--- config.mk ---
export PLATFORM = sky130hd
export DESIGN_NAME = exec_sequencer
export DESIGN_NICKNAME = d
export VERILOG_FILES = /design/src/rtl/exec_sequencer.sv
export SDC_FILE = /design/constraint.sdc
export NUM_CORES = 1
export LEC_CHECK = 0
export ABC_AREA = 1
export ABC_CLOCK_PERIOD_IN_PS = 2700
export CAP_MARGIN = 20
export CORE_MARGIN = 1
export CORE_UTILIZATION = 30
export DETAILED_ROUTE_END_ITERATION = 8
export PLACE_DENSITY_LB_ADDON = 0.15
export SYNTH_ARGS = -nofsm -noshare
export SYNTH_HDL_FRONTEND = slang
export SYNTH_SLANG_ARGS = --single-unit
--- constraint.sdc ---
create_clock -name i_clk -period 2.7 [get_ports i_clk]
set_clock_uncertainty 0.05 [all_clocks]
set_input_delay 0.675 -clock i_clk [delete_from_list [all_inputs] [get_ports i_clk]]
set_output_delay 0.675 -clock i_clk [all_outputs]
set_load 0.005 [all_outputs]
--- src/rtl/exec_sequencer.sv ---
// ---------------------------------------------------------------------------
// exec_sequencer
//   Micro-sequencer that runs a 16-word program out of a small internal
//   program memory. It fetches each instruction word, decodes it, and either:
//     - handles control flow itself (HALT, JMP, JC), or
//     - hands an operation to an external datapath with a one-cycle strobe.
//   A watchdog ends any run that executes too many instructions.
//
// Parameters
//   MAX_STEPS     watchdog limit on instructions decoded per run
//
// Ports
//   i_clk         clock; all state changes on the rising edge
//   i_rst         asynchronous active-high reset
//   i_start       begin a run at address 0 (sampled only in IDLE)
//   i_abort       terminate a run in progress
//   i_pload_en    program-memory write strobe (honored only in IDLE)
//   i_pload_addr  program-memory write address
//   i_pload_data  instruction word: [7:4] opcode, [3:0] operand
//   i_carry       datapath carry/borrow status, consumed by JC
//   o_opr         opcode presented to the datapath
//   o_opa         operand presented to the datapath
//   o_exec_en     one-cycle execute strobe for the datapath
//   o_pc          current program counter
//   o_busy        high whenever the sequencer is not IDLE
//   o_done        one-cycle pulse on HALT completion
//   o_err         00 none, 01 illegal opcode, 10 watchdog; sticky until START
// ---------------------------------------------------------------------------
module exec_sequencer #(
  parameter int MAX_STEPS = 255
) (
  input  logic       i_clk,
  input  logic       i_rst,
  input  logic       i_start,
  input  logic       i_abort,
  input  logic       i_pload_en,
  input  logic [3:0] i_pload_addr,
  input  logic [7:0] i_pload_data,
  input  logic       i_carry,
  output logic [3:0] o_opr,
  output logic [3:0] o_opa,
  output logic       o_exec_en,
  output logic [3:0] o_pc,
  output logic       o_busy,
  output logic       o_done,
  output logic [1:0] o_err
);

  localparam int STEP_W = (MAX_STEPS < 2) ? 1 : $clog2(MAX_STEPS + 1);
  localparam logic [STEP_W-1:0] STEP_LIMIT = STEP_W'(MAX_STEPS);

  localparam logic [3:0] OP_HALT = 4'h0;
  localparam logic [3:0] OP_JMP  = 4'h6;
  localparam logic [3:0] OP_JC   = 4'h7;

  localparam logic [1:0] ERR_NONE    = 2'b00;
  localparam logic [1:0] ERR_ILLEGAL = 2'b01;
  localparam logic [1:0] ERR_WDOG    = 2'b10;

  typedef enum logic [2:0] {
    ST_IDLE   = 3'd0,
    ST_FETCH  = 3'd1,
    ST_DECODE = 3'd2,
    ST_EXEC   = 3'd3,
    ST_SETTLE = 3'd4
  } state_t;

  state_t            r_state;
  logic [7:0]        r_mem [0:15];
  logic [7:0]        r_ir;
  logic [3:0]        r_pc;
  logic [STEP_W-1:0] r_steps;
  logic              r_exec_en;
  logic              r_done;
  logic              r_busy;
  logic [1:0]        r_err;

  logic              w_mem_we;
  logic [3:0]        w_opr;
  logic [3:0]        w_opa;
  logic [STEP_W-1:0] w_step_next;
  logic              w_wdog_hit;

  // A START in the same cycle as a write wins and the write is dropped.
  assign w_mem_we    = (r_state == ST_IDLE) && i_pload_en && !i_start && !i_rst;
  assign w_opr       = r_ir[7:4];
  assign w_opa       = r_ir[3:0];
  assign w_step_next = r_steps + STEP_W'(1);
  assign w_wdog_hit  = (w_step_next == STEP_LIMIT);

  // Program memory write port; deliberately has no reset so a program
  // survives RST.
  always_ff @(posedge i_clk) begin
    if (w_mem_we) begin
      r_mem[i_pload_addr] <= i_pload_data;
    end
  end

  // Sequencer FSM with all outputs registered.
  always_ff @(posedge i_clk or posedge i_rst) begin
    if (i_rst) begin
      r_state   <= ST_IDLE;
      r_ir      <= 8'h00;
      r_pc      <= 4'h0;
      r_steps   <= '0;
      r_exec_en <= 1'b0;
      r_done    <= 1'b0;
      r_busy    <= 1'b0;
      r_err     <= ERR_NONE;
    end else begin
      // Strobes are single-cycle unless a transition below raises them.
      r_exec_en <= 1'b0;
      r_done    <= 1'b0;
      if ((r_state != ST_IDLE) && i_abort) begin
        // ABORT beats every other transition and leaves ERR alone.
        r_state <= ST_IDLE;
        r_busy  <= 1'b0;
      end else begin
        case (r_state)
          ST_IDLE: begin
            if (i_start) begin
              r_pc    <= 4'h0;
              r_steps <= '0;
              r_err   <= ERR_NONE;
              r_state <= ST_FETCH;
              r_busy  <= 1'b1;
            end else begin
              r_state <= ST_IDLE;
              r_busy  <= 1'b0;
            end
          end
          ST_FETCH: begin
            r_ir    <= r_mem[r_pc];
            r_state <= ST_DECODE;
          end
          ST_DECODE: begin
            r_steps <= w_step_next;
            if (w_opr == OP_HALT) begin
              r_done  <= 1'b1;
              r_state <= ST_IDLE;
              r_busy  <= 1'b0;
            end else if (w_opr[3]) begin
              // Opcodes 8..F are not defined.
              r_err   <= ERR_ILLEGAL;
              r_state <= ST_IDLE;
              r_busy  <= 1'b0;
            end else if (w_wdog_hit) begin
              r_err   <= ERR_WDOG;
              r_state <= ST_IDLE;
              r_busy  <= 1'b0;
            end else begin
              case (w_opr)
                OP_JMP: begin
                  r_pc    <= w_opa;
                  r_state <= ST_FETCH;
                end
                OP_JC: begin
                  r_pc    <= i_carry ? w_opa : (r_pc + 4'd1);
                  r_state <= ST_FETCH;
                end
                default: begin
                  // Datapath ops 1..5: strobe is high for the EXEC cycle.
                  r_exec_en <= 1'b1;
                  r_state   <= ST_EXEC;
                end
              endcase
            end
          end
          ST_EXEC: begin
            r_state <= ST_SETTLE;
          end
          ST_SETTLE: begin
            // Extra cycle lets CARRY settle before a following JC; PC wraps
            // naturally at 4 bits.
            r_pc    <= r_pc + 4'd1;
            r_state <= ST_FETCH;
          end
          default: begin
            r_state <= ST_IDLE;
            r_busy  <= 1'b0;
          end
        endcase
      end
    end
  end

  assign o_opr     = r_ir[7:4];
  assign o_opa     = r_ir[3:0];
  assign o_exec_en = r_exec_en;
  assign o_pc      = r_pc;
  assign o_busy    = r_busy;
  assign o_done    = r_done;
  assign o_err     = r_err;

endmodule

==> flow_summary.toml, run 1 <==
[layout]
final_nets = 661
antenna_cells = 0
areaGrowthSynthToFinish_pct = 21.3
final_util = 0.376
drive_above_1_share = 0.130

[global_route]
grt_pass1_vias = 4557
overflow = 0
grt_start_max_net_pins = 69
antenna_found_initial = 0
gr-usage-all-layers = 0.165
grt_pass1_wl_mm = 26.3

[synthesis]
synth_largest_area_cell = "edfxtp_1"
syn_area_per_cell_um2 = 11.4
ys_warn_count = 0
syn_nets = 601
ys_ff_latch = 156
syn_inst = 580
synth_area_um2 = 6620
ys_types = 33
ys_top_cells_by_area = "edfxtp_1 58%, dfrtp_1 11%, nor2_1 7.5%"
yosysSeqAreaShare = 0.686
synth_top_cell_area_share = 0.580

[cts]
cts_tree = "yes"
ctsResizeCount = 0
clockBufferDepth = 2
clk-insertion-delay-late_ps = 420
cts_sinks = 156
clk_pin_slew_worst_paths_ps = 60
postCtsSetupBuffers = 0
cts_buffers = 17
root_buffer = "clkbuf_16"
ctsHtreeMaxLevel = 4
ctsHoldBuffers = 0

[sta]
rsz0062_at_grt = "false"
worst_slew_pin_slew_ps = 447
fmax_mhz = 427
drv_slew = 0
tns_ps = 0
slew_headroom = 0.699
setup_ws_ps = 360
period_share = 0.867
hold_ws_ps = 427
period_needed_ps = 2340
final_hold_viol_count = 0
setup_viol = 0

[die]
die_h_um = 151
num_rows = 53
dieWidth_um = 151
dieArea_um2 = 22700
start_util = 0.310
ios = 35
core-area_um2 = 21400

[placed_design]
dpl.hpwl_mm = 11.7
port_buffers = 34
pre_cts_ws_ps = 303
gp_congestion = 0.901

[power]
power_frac_seq = 0.372
leakage_nw = 2.81
cellPowerDensity_nw_per_um2 = 973
combPwrFrac = 0.312
p_sw_mw = 2.68
intPower_mw = 5.13
p_clk_frac = 0.316
ir_drop_mv = 0.376
swShare = 0.343

[run_status]
status = "finished clean"

[flow_run]
cap_violations = 0

[route]
route.detailed.drc = 0
viasPerCell = 4.91
wirelength_mm = 17.4
drt_iter0_drc = 377
ant_nets = 0
wl_per_cell_um = 18.8
vias = 4560
dr.pass1.iters = 5

[hold_path]
min_path_type = "reg -> reg"

[setup_path]
end_kind = "primary output"
start_kind = "flop"
required_ps = 1980
criticalPathCategory = "reg -> out"
cp_max_fo = 68
worstPathArrival_ps = 1610
[power by group through the flow]
| stage | Clock, mW | Sequential (mW) | Combinational (mW) |
|---|---|---|---|
| finish | 2.47 | 2.90 | 2.44 |
| CTS | 2.52 | 2.91 | 2.45 |
| detailed placement | 0 | 2.96 | 2.44 |
| floorplan | 0 | 2.91 | 1.59 |
| global placement | 0 | 2.95 | 2.44 |
| global route | 2.63 | 2.93 | 2.71 |
[critical path, stage by stage, from the launching register on]
cell and delay (ps):
dfrtp_2 370, buf_12 260, clkdlybuf4s50_1 560
[per-stage QoR]
step                area (um^2)  total power [mW]  std cells
global placement           7420              5.39        896
finish                     8030              7.82        928
detailed placement         7420              5.40        896
floorplan                  6620              4.51        580
global route               8030              8.28        928
CTS                        8030              7.88        928
[layout by cell type, fill, tap and decap left out, types with 2 or more instances in the layout]
cell type        count
inv_2                3
o211ai_1            32
nand3_2              3
buf_4               32
nor2_2               3
dfrtp_2              2
edfxtp_1           128
o21ai_0             74
nor2_1             132
nand2_1             45
nand3_1             22
a31oi_1              5
clkdlybuf4s50_1     34
inv_6                3
clkinv_2             2
o21ai_1             12
bufinv_16            3
nand2_2              6
nand4_1              4
inv_1               29
clkinvlp_4           2
o22ai_1              8
ha_1                 3
clkbuf_1             2
dfrtp_1             26
clkbuf_16           17
buf_12               2
a21oi_1              6
[Yosys cell counts]
library cell / instances
dfrtp_1: 28
o22ai_1: 8
inv_1: 29
o211ai_1: 32
o211a_1: 1
nand2_2: 6
nand2_4: 1
nor2_4: 1
nand3_2: 3
buf_6: 3
nor2_1: 132
or2_0: 1
edfxtp_1: 128
nor4_1: 1
clkbuf_1: 6
o21ai_0: 74
o21ai_2: 1
a21oi_1: 6
clkinv_1: 1
ha_1: 3
nand2_1: 45
xnor2_1: 1
nand3_1: 22
buf_2: 12
nor2_2: 3
nand4_1: 4
o21ai_1: 12
clkbuf_8: 1
inv_2: 3
a31oi_1: 5
buf_4: 5
xor2_1: 1
nor3_2: 1
[final timing paths]
kind                       startpoint     endpoint  slack (ps)  cells past startpoint
max                           o_pc[1]      o_pc[1]         360                      2
min                          o_err[0]     o_err[0]         430                      2
max reg2reg                r_state[0]  r_mem[4][7]         770                      9
min reg2reg                  o_err[0]     o_err[0]         430                      2
max in group asynchronous       i_rst      o_pc[0]        1620                      3
min in group asynchronous       i_rst   r_steps[3]         660                      3
[registers in the layout, indices dropped and copies added, names as in the netlist]
register and cells:
o_busy 1, o_done 1, o_err 2, o_exec_en 1, o_pc 4, r_ir 8
r_mem 128, r_state 3, r_steps 8
[kinds of logic after synthesis]
| group | after synthesis | synth area share |
|---|---|---|
| compound gates | 139 | 0.121 |
| buf+inv | 60 | 0.0440 |
| fa+ha+maj | 3 | 0.00567 |
| flops | 156 | 0.686 |
| xor+xnor | 2 | 0.00265 |
| simple gates | 220 | 0.141 |
[area by class of cell]
class | instances | area [um^2]
multi-input combinational | 364 | 1790
inverter | 33 | 124
timing repair buffer | 68 | 621
clock inverter | 12 | 161
tap | 275 | 344
sequential | 156 | 4550
clock buffer | 20 | 447
fill | 2078 | 13300
[per-layer routing]
layer / GRT usage / wire [um]
met1: 0.214 / 7910
met2: 0.273 / 8530
met3: 0.0379 / 743
met4: 0.0520 / 248
met5: 0 / 0
No activity file was read; power rests on OpenSTA's default activity.
==> run 2: changes to the inputs <==
- SKIP_CTS_REPAIR_TIMING: not set -> 1
==> results of run 2 <==
Same layout as run 1: the final DEF is identical, and so are final timing and power.
==> run 3: changes to the inputs <==
- CORE_UTILIZATION: 30 -> 25
==> flow_summary.toml, run 3 (synthesis results as in run 1) <==
[sta]
final_hold_viol_count = 0
period_share = 0.924
setup_ws_ps = 206
slew_headroom = 0.365
setup_viol = 0
worst_slew_pin_slew_ps = 953
period_needed_ps = 2490
hold_ws_ps = 431
rsz0062_at_grt = "false"
drv_slew = 0
tns_ps = 0
fmax_mhz = 401

[power]
finalPower_mw = 7.70
ir_drop_mv = 0.488
leakage_nw = 2.80
cellPowerDensity_nw_per_um2 = 954

[flow_run]
cap_violations = 0

[layout]
final_nets = 661
antenna_cells = 0
fin_cells = 988
fill_cells = 2639
regMostFlops = "r_mem"
layout_common_cells = "132 x nor2_1, 128 x edfxtp_1, 74 x o21ai_0"
largest_reg_flops = 128
final_util = 0.310
multi_input_area_um2 = 1790
final_common_cell = "nor2_1"
register_area_um2 = 4550
fin_area_um2 = 8070
reg.largest.list = "r_mem x128, r_ir x8, r_steps x8"
areaGrowthSynthToFinish_pct = 21.9
drive_above_1_share = 0.133

[route]
drt-met1-wl_mm = 8.29
vias = 4533
dr.pass1.iters = 5
drt_iter0_drc = 473
route.met3.wl_um = 601
highest_layer = "met4"
route.met2.wl_mm = 8.57
wl_per_cell_um = 17.9
wirelength_mm = 17.7
ant_nets = 0
viasPerCell = 4.59
route.detailed.drc = 0

[hold_path]
min_path_type = "reg -> reg"

[cts]
cts_tree = "yes"
clk_pin_slew_worst_paths_ps = 70
ctsHtreeMaxLevel = 4
cts_sinks = 156
clk-insertion-delay-late_ps = 420
cts_buffers = 17
clockBufferDepth = 2
root_buffer = "clkbuf_16"

[die]
die_h_um = 165
start_util = 0.254
ios = 35
num_rows = 59
dieWidth_um = 165
dieArea_um2 = 27100
core-area_um2 = 26100

[placed_design]
port_buffers = 34
placed_area_um2 = 7480
dpl.hpwl_mm = 11.9
post-place-cells = 956
gp_congestion = 0.833
pre_cts_ws_ps = 172

[setup_path]
worstPathArrival_ps = 1770
end_kind = "primary output"
required_ps = 1980
criticalPathCategory = "reg -> out"
start_kind = "flop"
cp_max_fo = 42

[global_route]
gr-usage-all-layers = 0.139
grt_start_max_net_pins = 59
overflow = 0
antenna_found_initial = 0
grt_pass1_vias = 4667
grt_pass1_wl_mm = 26.8

[run_status]
status = "finished clean"
-- run 3: cell count changes in the layout (fill, tap and decap cells not counted) --
cell,before,now
clkinv_2,2,0
clkbuf_8,1,0
bufinv_16,3,0
buf_12,2,1
clkbuf_1,2,0
clkinv_8,0,3
inv_8,1,5
clkinv_4,1,2
buf_4,32,33
-- run 3: area by class of cell --
type,instances,area share
multi-input combinational,364,0.221
inverter,33,0.0153
sequential,156,0.563
tap,335,0.0519
clock buffer,17,0.0527
clock inverter,15,0.0203
timing repair buffer,68,0.0753
-- run 3: power by group --
group	switching (mW)	internal, mW	total, mW	leakage (nW)
clock network	1.10	1.24	2.34	0.283
registers	0.184	2.75	2.94	1.51
logic	1.56	0.865	2.43	1.01
total	2.84	4.86	7.70	2.80
-- run 3: critical path, stage by stage, from the launching register on --
cell and delay (ps):
dfrtp_2 380, buf_4 380, clkdlybuf4s50_1 600
-- run 3: routing by layer --
layer / up-vias / track usage
met5: - / 0
met4: 0 / 0.0430
met3: 17 / 0.0301
met2: 116 / 0.231
met1: 2217 / 0.180
li1: 2183 / -
-- run 3: final timing paths --
kind,startpoint,endpoint,slack (ps),cells past startpoint
setup / recovery,o_pc[0],o_pc[0],210,2
hold / removal,o_err[0],o_err[0],430,2
setup reg to reg,o_pc[0],r_ir[2],560,6
hold reg to reg,o_err[0],o_err[0],430,2
max in group asynchronous,i_rst,o_pc[0],1620,3
min in group asynchronous,i_rst,r_steps[4],660,3
